<file path="config.mk">
export PLATFORM = sky130hd
export DESIGN_NAME = vga_scanout
export DESIGN_NICKNAME = d
export VERILOG_FILES = /design/src/rtl/vga_timing_pkg.sv /design/src/rtl/vga_scanout_if.sv /design/src/rtl/vga_sync_counter.sv /design/src/rtl/vga_scanout.sv
export SDC_FILE = /design/constraint.sdc
export NUM_CORES = 1
export LEC_CHECK = 0
export CAP_MARGIN = 20
export CORE_MARGIN = 10
export CORE_UTILIZATION = 40
export CTS_CLUSTER_SIZE = 28
export DETAILED_ROUTE_END_ITERATION = 16
export PLACE_DENSITY = 0.6
export SLEW_MARGIN = 20
export SYNTH_ARGS = -nofsm -noshare
export SYNTH_HDL_FRONTEND = slang
export SYNTH_SLANG_ARGS = --single-unit
</file>
<file path="constraint.sdc">
create_clock -name iClock -period 3.7 [get_ports iClock]
set_input_delay 0.74 -clock iClock [delete_from_list [all_inputs] [get_ports iClock]]
set_output_delay 0.74 -clock iClock [all_outputs]
set_load 0.01 [all_outputs]
</file>
<file path="src/rtl/vga_timing_pkg.sv">
// Shared VGA timing constants, framebuffer geometry and colour helpers for the
// 160x120 3-bit display path (scanout and plot writer).
package vga_timing_pkg;

  localparam int H_VISIBLE = 640;
  localparam int H_FRONT   = 16;
  localparam int H_SYNC    = 96;
  localparam int H_BACK    = 48;
  localparam int V_VISIBLE = 480;
  localparam int V_FRONT   = 10;
  localparam int V_SYNC    = 2;
  localparam int V_BACK    = 33;

  localparam int FB_WIDTH  = 160;
  localparam int FB_HEIGHT = 120;
  localparam int FB_ADDR_W = 15;
  localparam int COLOUR_W  = 3;
  localparam int CNT_W     = 10;

  typedef struct packed {
    logic [7:0] red;
    logic [7:0] green;
    logic [7:0] blue;
  } rgb_t;

  // Scan flags carried alongside the read pipeline; all active-high internally.
  typedef struct packed {
    logic visible;
    logic hSync;
    logic vSync;
    logic frameStart;
  } scan_flags_t;

  function automatic rgb_t expandColour(input logic [COLOUR_W-1:0] d);
    rgb_t c;
    c.red   = {8{d[2]}};
    c.green = {8{d[1]}};
    c.blue  = {8{d[0]}};
    return c;
  endfunction

endpackage

</file>
<file path="src/rtl/vga_scanout_if.sv">
// Bundles for the raster position link (counter -> scanout) and the
// framebuffer read port (scanout -> memory).
interface vga_sync_if;
  import vga_timing_pkg::*;

  logic [CNT_W-1:0] hCount;
  logic [CNT_W-1:0] vCount;
  logic             visible;
  logic             hSyncActive;
  logic             vSyncActive;

  modport master (output hCount, output vCount, output visible,
                  output hSyncActive, output vSyncActive);
  modport slave  (input hCount, input vCount, input visible,
                  input hSyncActive, input vSyncActive);
endinterface


</file>
<file path="src/rtl/vga_sync_counter.sv">
// Raster position counters and the raw (undelayed) visible/sync flags
// decoded from them.
module vga_sync_counter
  import vga_timing_pkg::*;
#(
  parameter int P_H_VISIBLE = H_VISIBLE,
  parameter int P_H_FRONT   = H_FRONT,
  parameter int P_H_SYNC    = H_SYNC,
  parameter int P_H_BACK    = H_BACK,
  parameter int P_V_VISIBLE = V_VISIBLE,
  parameter int P_V_FRONT   = V_FRONT,
  parameter int P_V_SYNC    = V_SYNC,
  parameter int P_V_BACK    = V_BACK
) (
  input  logic         iClock,
  input  logic         iResetn,
  vga_sync_if.master   sync
);

  localparam int H_TOTAL = P_H_VISIBLE + P_H_FRONT + P_H_SYNC + P_H_BACK;
  localparam int V_TOTAL = P_V_VISIBLE + P_V_FRONT + P_V_SYNC + P_V_BACK;

  logic [CNT_W-1:0] r_hCount;
  logic [CNT_W-1:0] r_vCount;

  always_ff @(posedge iClock or negedge iResetn) begin
    if (!iResetn) begin
      r_hCount <= '0;
      r_vCount <= '0;
    end else if (r_hCount == CNT_W'(H_TOTAL - 1)) begin
      r_hCount <= '0;
      if (r_vCount == CNT_W'(V_TOTAL - 1))
        r_vCount <= '0;
      else
        r_vCount <= r_vCount + 1'b1;
    end else begin
      r_hCount <= r_hCount + 1'b1;
    end
  end

  assign sync.hCount  = r_hCount;
  assign sync.vCount  = r_vCount;
  assign sync.visible = (r_hCount < CNT_W'(P_H_VISIBLE)) &&
                        (r_vCount < CNT_W'(P_V_VISIBLE));
  assign sync.hSyncActive = (r_hCount >= CNT_W'(P_H_VISIBLE + P_H_FRONT)) &&
                            (r_hCount <  CNT_W'(P_H_VISIBLE + P_H_FRONT + P_H_SYNC));
  assign sync.vSyncActive = (r_vCount >= CNT_W'(P_V_VISIBLE + P_V_FRONT)) &&
                            (r_vCount <  CNT_W'(P_V_VISIBLE + P_V_FRONT + P_V_SYNC));

endmodule

</file>
<file path="src/rtl/vga_scanout.sv">
// Framebuffer reader and 640x480 VGA timing generator; each stored pixel is
// replicated 4x4 and all outputs leave registered, three clocks after the count.
module vga_scanout
  import vga_timing_pkg::*;
#(
  parameter int P_H_VISIBLE = H_VISIBLE,
  parameter int P_H_FRONT   = H_FRONT,
  parameter int P_H_SYNC    = H_SYNC,
  parameter int P_H_BACK    = H_BACK,
  parameter int P_V_VISIBLE = V_VISIBLE,
  parameter int P_V_FRONT   = V_FRONT,
  parameter int P_V_SYNC    = V_SYNC,
  parameter int P_V_BACK    = V_BACK,
  parameter int P_FB_WIDTH  = FB_WIDTH
) (
  input  logic                 iClock,
  input  logic                 iResetn,
  output logic [FB_ADDR_W-1:0] oRdAddr,
  input  logic [COLOUR_W-1:0]  iRdData,
  output logic [7:0]           oRed,
  output logic [7:0]           oGreen,
  output logic [7:0]           oBlue,
  output logic                 oHSync,
  output logic                 oVSync,
  output logic                 oBlank_n,
  output logic                 oFrameStart
);

  vga_sync_if w_sync ();

  vga_sync_counter #(
    .P_H_VISIBLE (P_H_VISIBLE),
    .P_H_FRONT   (P_H_FRONT),
    .P_H_SYNC    (P_H_SYNC),
    .P_H_BACK    (P_H_BACK),
    .P_V_VISIBLE (P_V_VISIBLE),
    .P_V_FRONT   (P_V_FRONT),
    .P_V_SYNC    (P_V_SYNC),
    .P_V_BACK    (P_V_BACK)
  ) u_counter (
    .iClock  (iClock),
    .iResetn (iResetn),
    .sync    (w_sync)
  );

  logic [7:0]           w_fbX;
  logic [6:0]           w_fbY;
  logic [FB_ADDR_W-1:0] w_pixAddr;
  logic                 w_frameFirst;
  scan_flags_t          w_flags;
  rgb_t                 w_rgb;

  // Dropping the low two count bits gives the 4x4 pixel replication.
  assign w_fbX        = w_sync.hCount[9:2];
  assign w_fbY        = w_sync.vCount[8:2];
  assign w_pixAddr    = FB_ADDR_W'(w_fbY) * FB_ADDR_W'(P_FB_WIDTH) + FB_ADDR_W'(w_fbX);
  assign w_frameFirst = (w_sync.hCount == '0) && (w_sync.vCount == '0);
  assign w_flags      = '{visible:    w_sync.visible,
                          hSync:      w_sync.hSyncActive,
                          vSync:      w_sync.vSyncActive,
                          frameStart: w_frameFirst};
  assign w_rgb        = expandColour(iRdData);

  logic [FB_ADDR_W-1:0] r_rdAddr;
  scan_flags_t          r_stage1;
  scan_flags_t          r_stage2;
  logic [7:0]           r_red;
  logic [7:0]           r_green;
  logic [7:0]           r_blue;
  logic                 r_hSync;
  logic                 r_vSync;
  logic                 r_blank_n;
  logic                 r_frameStart;

  always_ff @(posedge iClock or negedge iResetn) begin
    if (!iResetn)
      r_rdAddr <= '0;
    else if (w_sync.visible)
      r_rdAddr <= w_pixAddr;
  end

  // Flags ride two stages here and the output register is the third, matching
  // the address register plus the one-cycle memory read.
  always_ff @(posedge iClock or negedge iResetn) begin
    if (!iResetn) begin
      r_stage1 <= '0;
      r_stage2 <= '0;
    end else begin
      r_stage1 <= w_flags;
      r_stage2 <= r_stage1;
    end
  end

  always_ff @(posedge iClock or negedge iResetn) begin
    if (!iResetn) begin
      r_red        <= '0;
      r_green      <= '0;
      r_blue       <= '0;
      r_hSync      <= 1'b1;
      r_vSync      <= 1'b1;
      r_blank_n    <= 1'b0;
      r_frameStart <= 1'b0;
    end else begin
      r_red        <= r_stage2.visible ? w_rgb.red   : 8'h00;
      r_green      <= r_stage2.visible ? w_rgb.green : 8'h00;
      r_blue       <= r_stage2.visible ? w_rgb.blue  : 8'h00;
      r_hSync      <= ~r_stage2.hSync;
      r_vSync      <= ~r_stage2.vSync;
      r_blank_n    <= r_stage2.visible;
      r_frameStart <= r_stage2.frameStart;
    end
  end

  assign oRdAddr     = r_rdAddr;
  assign oRed        = r_red;
  assign oGreen      = r_green;
  assign oBlue       = r_blue;
  assign oHSync      = r_hSync;
  assign oVSync      = r_vSync;
  assign oBlank_n    = r_blank_n;
  assign oFrameStart = r_frameStart;

endmodule

</file>
---- Word level (Yosys, flattened, before mapping) ----
Cells that the tools add are included.
operators by class
  eq/ne operators ......................... 2
  add/sub/neg operators ................... 3
  order comparisons ....................... 6
  bitwise logic cells ..................... 2
  mux-type cells .......................... 5
  multipliers ............................. 1
  reduce and logical (&&, ||, !) cells .... 6
operators with widths
  kind                                                                                   count
  8-bit two-way mux                                                                      3
  10-bit by 1-bit adder with 10-bit output (second input constant)                       2
  10-bit == test (second input constant)                                                 2
  10-bit logical NOT                                                                     2
  10-bit < comparator (second input constant)                                            2
  10-bit by 9-bit < comparator with 1-bit output (second input constant)                 2
  10-bit two-way mux                                                                     2
  15-bit by 8-bit adder with 15-bit output                                               1
  10-bit greater-or-equal comparator (second input constant)                             1
  10-bit by 9-bit greater-or-equal comparator with 1-bit output (second input constant)  1
  7-bit by 3-bit multiplier with 10-bit output (second input constant)                   1
  1-bit logical AND                                                                      4
  1-bit NOT                                                                              2
word-level totals
  bits of input ports ..................... 5
  register bits ........................... 71

---- Longest topological paths before layout ----
Gate-level depths: netlist of run 1.
  depth in word-level cells ............... 2
  mapped depth ............................ 8
  gate-level depth less buffers ........... 8

---- Cells and area by module ----
From an unflattened synthesis of run 1, not the netlist that was laid out.
unflattened totals
  cell total of the unflattened synthesis .. 246
  area, all modules ....................... 2731.4 µm²
modules (own cells, without submodules)
  module            instances  area each (µm²)  cells an instance
  vga_scanout       1          1655.3           145
  vga_sync_counter  1          1076.0           101

---- Worst setup path after synthesis of run 1 ----
Ideal clock, no wire load.
  path kind ............................... register -> register
  start point ............................. reg u_counter.r_vCount[3] (netlist: u_counter.sync.vCount[3])
  end point ............................... reg r_rdAddr[13] (netlist: oRdAddr[13])
  arrival time ............................ 2599 ps
  setup time .............................. 82 ps
  path slack .............................. 1019 ps
  path buffers ............................ 0
  cell stages (with the launch flop) ...... 9
  cells stage by stage .................... dfrtp_1 > ha_1 > ha_1 > fa_1 > a21o_2 > a21oi_1 > xor2_1 > or4_1 > a31oi_1
on the way
  longest elaborated chain between the ends .. 2
  elaborated cells between the ends (all ways) .. 4
  classes of those cells .................. 1 x add/sub; 1 x mul; 1 x order compare; 1 x reduce/logical
ends and longest elaborated chain
  what                                                                                                                   RTL line                                   RTL
  start: declaration                                                                                                     vga_sync_counter.sv:24                     logic [CNT_W-1:0] r_vCount;
  start signal: assignment                                                                                               vga_sync_counter.sv:35                     r_vCount <= r_vCount + 1'b1;
  7-bit by 3-bit multiplier with 10-bit output / 10-bit by 9-bit < comparator with 1-bit output (equally long branches)  vga_scanout.sv:56, vga_sync_counter.sv:44
  15-bit by 8-bit adder with 15-bit output / 1-bit logical AND (equally long branches)                                   vga_scanout.sv:56, vga_sync_counter.sv:43
  end signal: assignment                                                                                                 vga_scanout.sv:79                          r_rdAddr <= w_pixAddr;
  end: declaration                                                                                                       vga_scanout.sv:64                          logic [FB_ADDR_W-1:0] r_rdAddr;
Parallel ways exist; a longest one is shown, timed or not.
A chain may end at the register's enable or synchronous reset.

---- Worst setup path after layout of run 1 ----
Same ends and word-level chain as after synthesis.

==> flow_metrics.env, run 1 <==
export IMPL_die_width_um=102
export IMPL_hold_viol_final=0
export IMPL_ys_flop_type="dfrtp_1"
export IMPL_syn_instance_count=262
export IMPL_critPathKind="reg -> reg"
export IMPL_ios=48
export IMPL_synth_nets=286
export IMPL_nFillCells=598
export IMPL_ys_ff_latch=50
export IMPL_gp_congestion=0.844
export IMPL_clock_tree_root_cell="clkbuf_8"
export IMPL_r2r_end="oRdAddr[13]$_DFFE_PN0P_"
export IMPL_first_global_vias=1790
export IMPL_cap_violations=0
export IMPL_cts_setup_buffers=0
export IMPL_vias=1830
export IMPL_yosys_top_cells_count="48 x dfrtp_1, 35 x nand2_1, 21 x buf_4"
export IMPL_drive_above_1_share_pct=7.88
export IMPL_cts_hold_buf=0
export IMPL_crit_end="oRdAddr[13]$_DFFE_PN0P_"
export IMPL_ant_nets=0
export IMPL_drt_initial_drc_count=75
export IMPL_dpl_cell_area_mm2=0.00306
export IMPL_worstMarginPinSlew_ns=0.754
export IMPL_cp_arrival_ns=3.09
export IMPL_synth_cell_types=42
export IMPL_via_per_inst=4.96
export IMPL_synth_edff_count=0
export IMPL_start_util_pct=41.6
export IMPL_grt_setup_unrepaired="false"
export IMPL_antenna_diode_count=0
export IMPL_reg2reg_from="u_counter.sync.vCount[3]$_DFFE_PN0N_"
export IMPL_seq_area_frac_synth_pct=46.9
export IMPL_p_per_area_mw_per_mm2=290
export IMPL_antenna_found_initial=0
export IMPL_yosysWarningCount=0
export IMPL_track_usage_pct=10.4
export IMPL_critPathLaunch="u_counter.sync.vCount[3]$_DFFE_PN0N_"
export IMPL_regToRegSetupSlack_ns=0.84
export IMPL_synth_area_leaders="dfrtp_1 45%, ha_1 8.0%, buf_4 5.9%"
export IMPL_setup_viol=0
export IMPL_layout_area_overhead_vs_synth_pct=17.9
export IMPL_htreeDepth=2
export IMPL_yosysMostFrequentCell="dfrtp_1"
export IMPL_critical_path_peak_fanout=9
export IMPL_cts_tree="built"
export IMPL_fin_nets=315
export IMPL_yosysTopAreaCellShare_pct=45.0
export IMPL_grt_overflow_total=0
export IMPL_cts_buffers=5
export IMPL_core_area_mm2=0.00642
export IMPL_endpoint_kind="flop"
export IMPL_synth_area_leader_cell="dfrtp_1"
export IMPL_fmax_mhz=349
export IMPL_clockBufferDepth=2
export IMPL_ctsResizeCount=0
export IMPL_post_route_period_util_pct=77.4
export IMPL_hold_class="reg -> reg"
export IMPL_firstDrtPassIters=4
export IMPL_slew_headroom_pct=49.7
export IMPL_async_flop_share_pct=100
export IMPL_dieArea_mm2=0.0103
export IMPL_grt_max_degree=34
export IMPL_path_clk_slew_ns=0.09
export IMPL_wl_per_cell_um=14.0
export IMPL_postRouteWirelength_mm=5.17
export IMPL_syn_area_mm2=0.00267
export IMPL_port_buffers=47
export IMPL_avgSynthCellArea_um2=10.2
export IMPL_vdd_drop_max_mv=0.155
export IMPL_p_leak_nw=1.43
export IMPL_post_dp_hpwl_mm=3.89
export IMPL_min_period_ns=2.86
export IMPL_startpoint_type="flop"
export IMPL_status="completed"
export IMPL_slew_viol_final=0
export IMPL_critPathRequiredTime_ns=3.93
export IMPL_drc=0
export IMPL_tns_ns=0
export IMPL_cts_sinks=50
export IMPL_grt_pass1_wl_mm=8.69
export IMPL_num_rows=29
export IMPL_die_h_um=102
export IMPL_design_area_mm2=0.00315
export IMPL_holdPathStages=1
export IMPL_skew_ns=0.00692
export IMPL_reg2regPathDepth=8
export IMPL_insertion_delay_ns=0.30
-- final cells by class --
type,instances,area [um2],area share (%)
multi-input combinational,171,1180,37.3
tap,77,96.3,3.06
sequential,50,1250,39.8
clock inverter,2,13.8,0.437
clock buffer,6,72.6,2.30
timing repair buffer,50,488,15.5
inverter,13,48.8,1.55
-- power by group --
group / switching [W] / total, W / internal [W]
logic: 0.0000237 / 0.0000502 / 0.0000264
clock network: 0.000177 / 0.000312 / 0.000135
registers: 0.00000298 / 0.000551 / 0.000548
-- worst min-delay path by stage --
stage	endpoint	from
after floorplan	oFrameStart$_DFF_PN0_	r_stage2[0]$_DFF_PN0_
after global placement	r_stage2[2]$_DFF_PN0_	r_stage1[2]$_DFF_PN0_
after detailed placement	oFrameStart$_DFF_PN0_	r_stage2[0]$_DFF_PN0_
after CTS	oHSync$_DFF_PN1_	r_stage2[2]$_DFF_PN0_
after global routing	oVSync$_DFF_PN1_	r_stage2[1]$_DFF_PN0_
final	oHSync$_DFF_PN1_	r_stage2[2]$_DFF_PN0_
-- placed cells by master (no fill, tap or decap), drive strengths merged, types with 4 or more instances in the layout --
master / Yosys / layout
a21oi: 4 / 4
xnor2: 10 / 10
nand2: 35 / 35
dfrtp: 48 / 48
buf: 23 / 4
and2: 4 / 4
a31oi: 4 / 4
inv: 13 / 14
clkdlybuf4s50: 0 / 46
clkbuf: 5 / 6
xor2: 9 / 9
nor4: 4 / 4
nand3: 7 / 7
nor3: 4 / 4
nor2: 17 / 17
ha: 17 / 17
o21ai: 17 / 17
nand4: 6 / 6
-- through the flow --
stage	setup WS (ns)	instances	hold slack, ns	utilization [%]	total power [W]
global route	0.649	369	0.364	49.0	0.000962
detailed placement	0.843	361	0.335	47.7	0.000614
global placement	0.905	361	0.333	47.7	0.000613
floorplan	1.02	262	0.331	-	0.000586
finish	0.836	369	0.352	49.0	0.000912
CTS	0.828	369	0.354	49.0	0.000936
-- critical path, stage by stage (launching register included) --
cell and delay [ns]:
dfrtp_1 0.49, ha_1 0.34, ha_1 0.25, fa_1 0.42, a21o_2 0.20, a21oi_1 0.29
xor2_1 0.13, or4_1 0.51, a31oi_1 0.17
-- flip-flops by register name, summed over array words and instances (netlist names), 4 cells and up --
signal / flops
r_stage1: 4
u_counter.sync.hCount: 10
oRdAddr: 15
u_counter.sync.vCount: 10
r_stage2: 4
-- per-layer routing --
metal | share of wire, % | global-route usage [%] | vias up
met5 | 0 | 0 | -
met4 | 0.68 | 3.63 | 0
met3 | 8.4 | 3.61 | 3
met2 | 44 | 16.7 | 47
met1 | 47 | 12.6 | 850
li1 | - | - | 930
-- cell families (layout without fill, tap and decap cells) --
logic type | Yosys count | count (layout) | synth area share [%]
AO/OA/AOI/OAI | 36 | 36 | 8.67
XOR/XNOR | 19 | 19 | 6.23
adder cells (fa/ha/maj) | 19 | 19 | 9.46
buffers and inverters | 41 | 71 | 9.04
flip-flops | 50 | 50 | 46.9
multiplexers | 1 | 1 | 0.422
AND/OR/NAND/NOR | 96 | 96 | 19.3
(Power assumes the default switching activity.)
==> run 2, diff against run 1 <==
--- a/config.mk
+++ b/config.mk
@@ -10,7 +10,7 @@
 export CORE_UTILIZATION = 40
 export CTS_CLUSTER_SIZE = 28
 export DETAILED_ROUTE_END_ITERATION = 16
-export PLACE_DENSITY = 0.6
+export PLACE_DENSITY = 0.62
 export SLEW_MARGIN = 20
 export SYNTH_ARGS = -nofsm -noshare
 export SYNTH_HDL_FRONTEND = slang
==> constraint.sdc (replaced) <==
create_clock -name iClock -period 2.6 [get_ports iClock]
set_input_delay 0.52 -clock iClock [delete_from_list [all_inputs] [get_ports iClock]]
set_output_delay 0.52 -clock iClock [all_outputs]
set_load 0.01 [all_outputs]
==> run 2 against run 1 <==
Power up 57%. Largest power group unchanged. Via count up 4.5%. Non-clock buffer count up 12. Clock power up 83%. Count of clock-buffer cells in the layout unchanged. Register-to-register slack worse by 0.70 ns. Critical endpoint unchanged. Sequential power up 42%.
==> flow_metrics.env, run 2 (synthesis gave the netlist of run 1 again) <==
export IMPL_skew_ns=0.00901
export IMPL_status="completed"
export IMPL_via_per_inst=5.02
export IMPL_critPathRequiredTime_ns=2.82
export IMPL_critical_path_peak_fanout=3
export IMPL_drt_initial_drc_count=77
export IMPL_wl_met1_mm=2.51
export IMPL_top_layer_used="met4"
export IMPL_layout_area_overhead_vs_synth_pct=24.1
export IMPL_grt_max_degree=27
export IMPL_path_cells="ha_1 -> ha_2 -> fa_2 -> a21o_2 -> a21oi_4 -> xor2_1 -> or4_1 -> a31oi_1"
export IMPL_min_period_ns=2.46
export IMPL_nFillCells=592
export IMPL_finalWorstSetupSlack_ns=0.137
export IMPL_die_width_um=102
export IMPL_cap_violations=0
export IMPL_largest_reg_flops=15
export IMPL_post_route_period_util_pct=94.7
export IMPL_worstMarginPinSlew_ns=0.597
export IMPL_firstDrtPassIters=4
export IMPL_wl_per_cell_um=14.0
export IMPL_tns_ns=0
export IMPL_slew_headroom_pct=60.2
export IMPL_endpoint_kind="flop"
export IMPL_antenna_diode_count=0
export IMPL_crit_family="adder cells"
export IMPL_design_area_mm2=0.00332
export IMPL_fin_nets=327
export IMPL_dpl_cell_area_mm2=0.00316
export IMPL_vias=1912
export IMPL_die_h_um=102
export IMPL_ios=48
export IMPL_drc=0
export IMPL_num_rows=29
export IMPL_post_dp_hpwl_mm=4.08
export IMPL_critPathKind="reg -> reg"
export IMPL_postRouteWirelength_mm=5.33
export IMPL_path_clk_slew_ns=0.09
export IMPL_cts_buffers=5
export IMPL_first_global_vias=1881
export IMPL_grt_pass1_wl_mm=8.81
export IMPL_grt_setup_unrepaired="false"
export IMPL_final_core_util_pct=51.6
export IMPL_ant_nets=0
export IMPL_grt_overflow_total=0
export IMPL_fmax_mhz=406
export IMPL_clockBufferDepth=2
export IMPL_track_usage_pct=10.2
export IMPL_critPathMaxStageDelay_ns=0.50
export IMPL_cts_sinks=50
export IMPL_setup_viol=0
export IMPL_gp_congestion=0.784
export IMPL_slew_viol_final=0
export IMPL_drive_above_1_share_pct=13.2
export IMPL_dp_slack_ns=0.0624
export IMPL_dr_wl_met2_mm=2.40
export IMPL_antenna_found_initial=0
export IMPL_htreeDepth=2
export IMPL_p_per_area_mw_per_mm2=431
export IMPL_port_buffers=47
export IMPL_crit_path_top_delay_cell="or4_1"
export IMPL_dieArea_mm2=0.0103
export IMPL_cts_tree="built"
export IMPL_startpoint_type="flop"
export IMPL_final_cell_mix="48 x dfrtp_1, 46 x clkdlybuf4s50_1, 35 x nand2_1, 17 x nor2_1, 16 x o21ai_0"
export IMPL_insertion_delay_ns=0.30
export IMPL_clock_tree_root_cell="clkbuf_8"
export IMPL_final_common_cell="dfrtp_1"
export IMPL_cp_arrival_ns=2.69
export IMPL_critPathBufInv=0
export IMPL_core_area_mm2=0.00642
export IMPL_start_util_pct=41.6
export IMPL_wl_met3_um=401
export IMPL_hold_class="in -> async"
export IMPL_hold_viol_final=0
export IMPL_vdd_drop_max_mv=0.193
export IMPL_p_leak_nw=1.51
run 2: cell count changes in the layout (fill, tap and decap cells not counted), sizes merged:
cell    delta
clkinv     -1
buf       +12
bufinv     +1
run 2: power by group:
part           internal [W]  total (W)  switching (W)
Combinational     0.0000396  0.0000736      0.0000340
Sequential         0.000779   0.000784     0.00000412
Clock              0.000317   0.000572       0.000256
run 2: routing by layer:
layer	track usage, %	vias to the layer above
li1	-	947
met1	13.0	912
met2	16.2	51
met3	3.54	2
met4	2.64	0
met5	0	-
run 2: timing repair:
item | CTS | global route
setup endpoints to repair | 0 | 3
hold buffers | 0 | 0
gates resized for setup | 0 | 5
endpoints found under the hold margin | 0 | 0
buffers inserted | 0 | 1
run 2: cell type report:
| class | instances | area [um2] | area share (%) |
|---|---|---|---|
| timing repair buffer | 62 | 591 | 17.8 |
| clock buffer | 6 | 82.6 | 2.49 |
| inverter | 13 | 48.8 | 1.47 |
| tap | 77 | 96.3 | 2.91 |
| clock inverter | 2 | 38.8 | 1.17 |
| multi-input combinational | 171 | 1200 | 36.3 |
| sequential | 50 | 1250 | 37.8 |
run 2: worst paths after layout:
path | startpoint | to | slack (ns) | depth (start not counted)
setup / recovery | u_counter.sync.vCount[5]$_DFFE_PN0N_ | oRdAddr[13]$_DFFE_PN0P_ | 0.14 | 8
hold / removal | iResetn | u_counter.sync.vCount[9]$_DFFE_PN0N_ | 0.22 | 1
setup reg to reg | u_counter.sync.vCount[5]$_DFFE_PN0N_ | oRdAddr[13]$_DFFE_PN0P_ | 0.14 | 8
hold reg to reg | r_stage2[2]$_DFF_PN0_ | oHSync$_DFF_PN1_ | 0.35 | 1
max in group asynchronous | iResetn | u_counter.sync.vCount[1]$_DFFE_PN0N_ | 1.84 | 2
min in group iClock | r_stage2[2]$_DFF_PN0_ | oHSync$_DFF_PN1_ | 0.35 | 1
run 2: worst register-to-register path, cell delays in order, from the launching register on:
cell and delay, ns:
dfrtp_1 0.41, ha_1 0.29, ha_2 0.20, fa_2 0.35
a21o_2 0.22, a21oi_4 0.17, xor2_1 0.10, or4_1 0.50
a31oi_1 0.16
run 2: stage by stage:
step	power, W	hold WS, ns	cells
floorplan	0.000834	0.224	262
global placement	0.000875	0.331	372
detailed placement	0.000875	0.336	372
CTS	0.00145	0.241	380
global route	0.00149	0.247	381
finish	0.00143	0.218	381
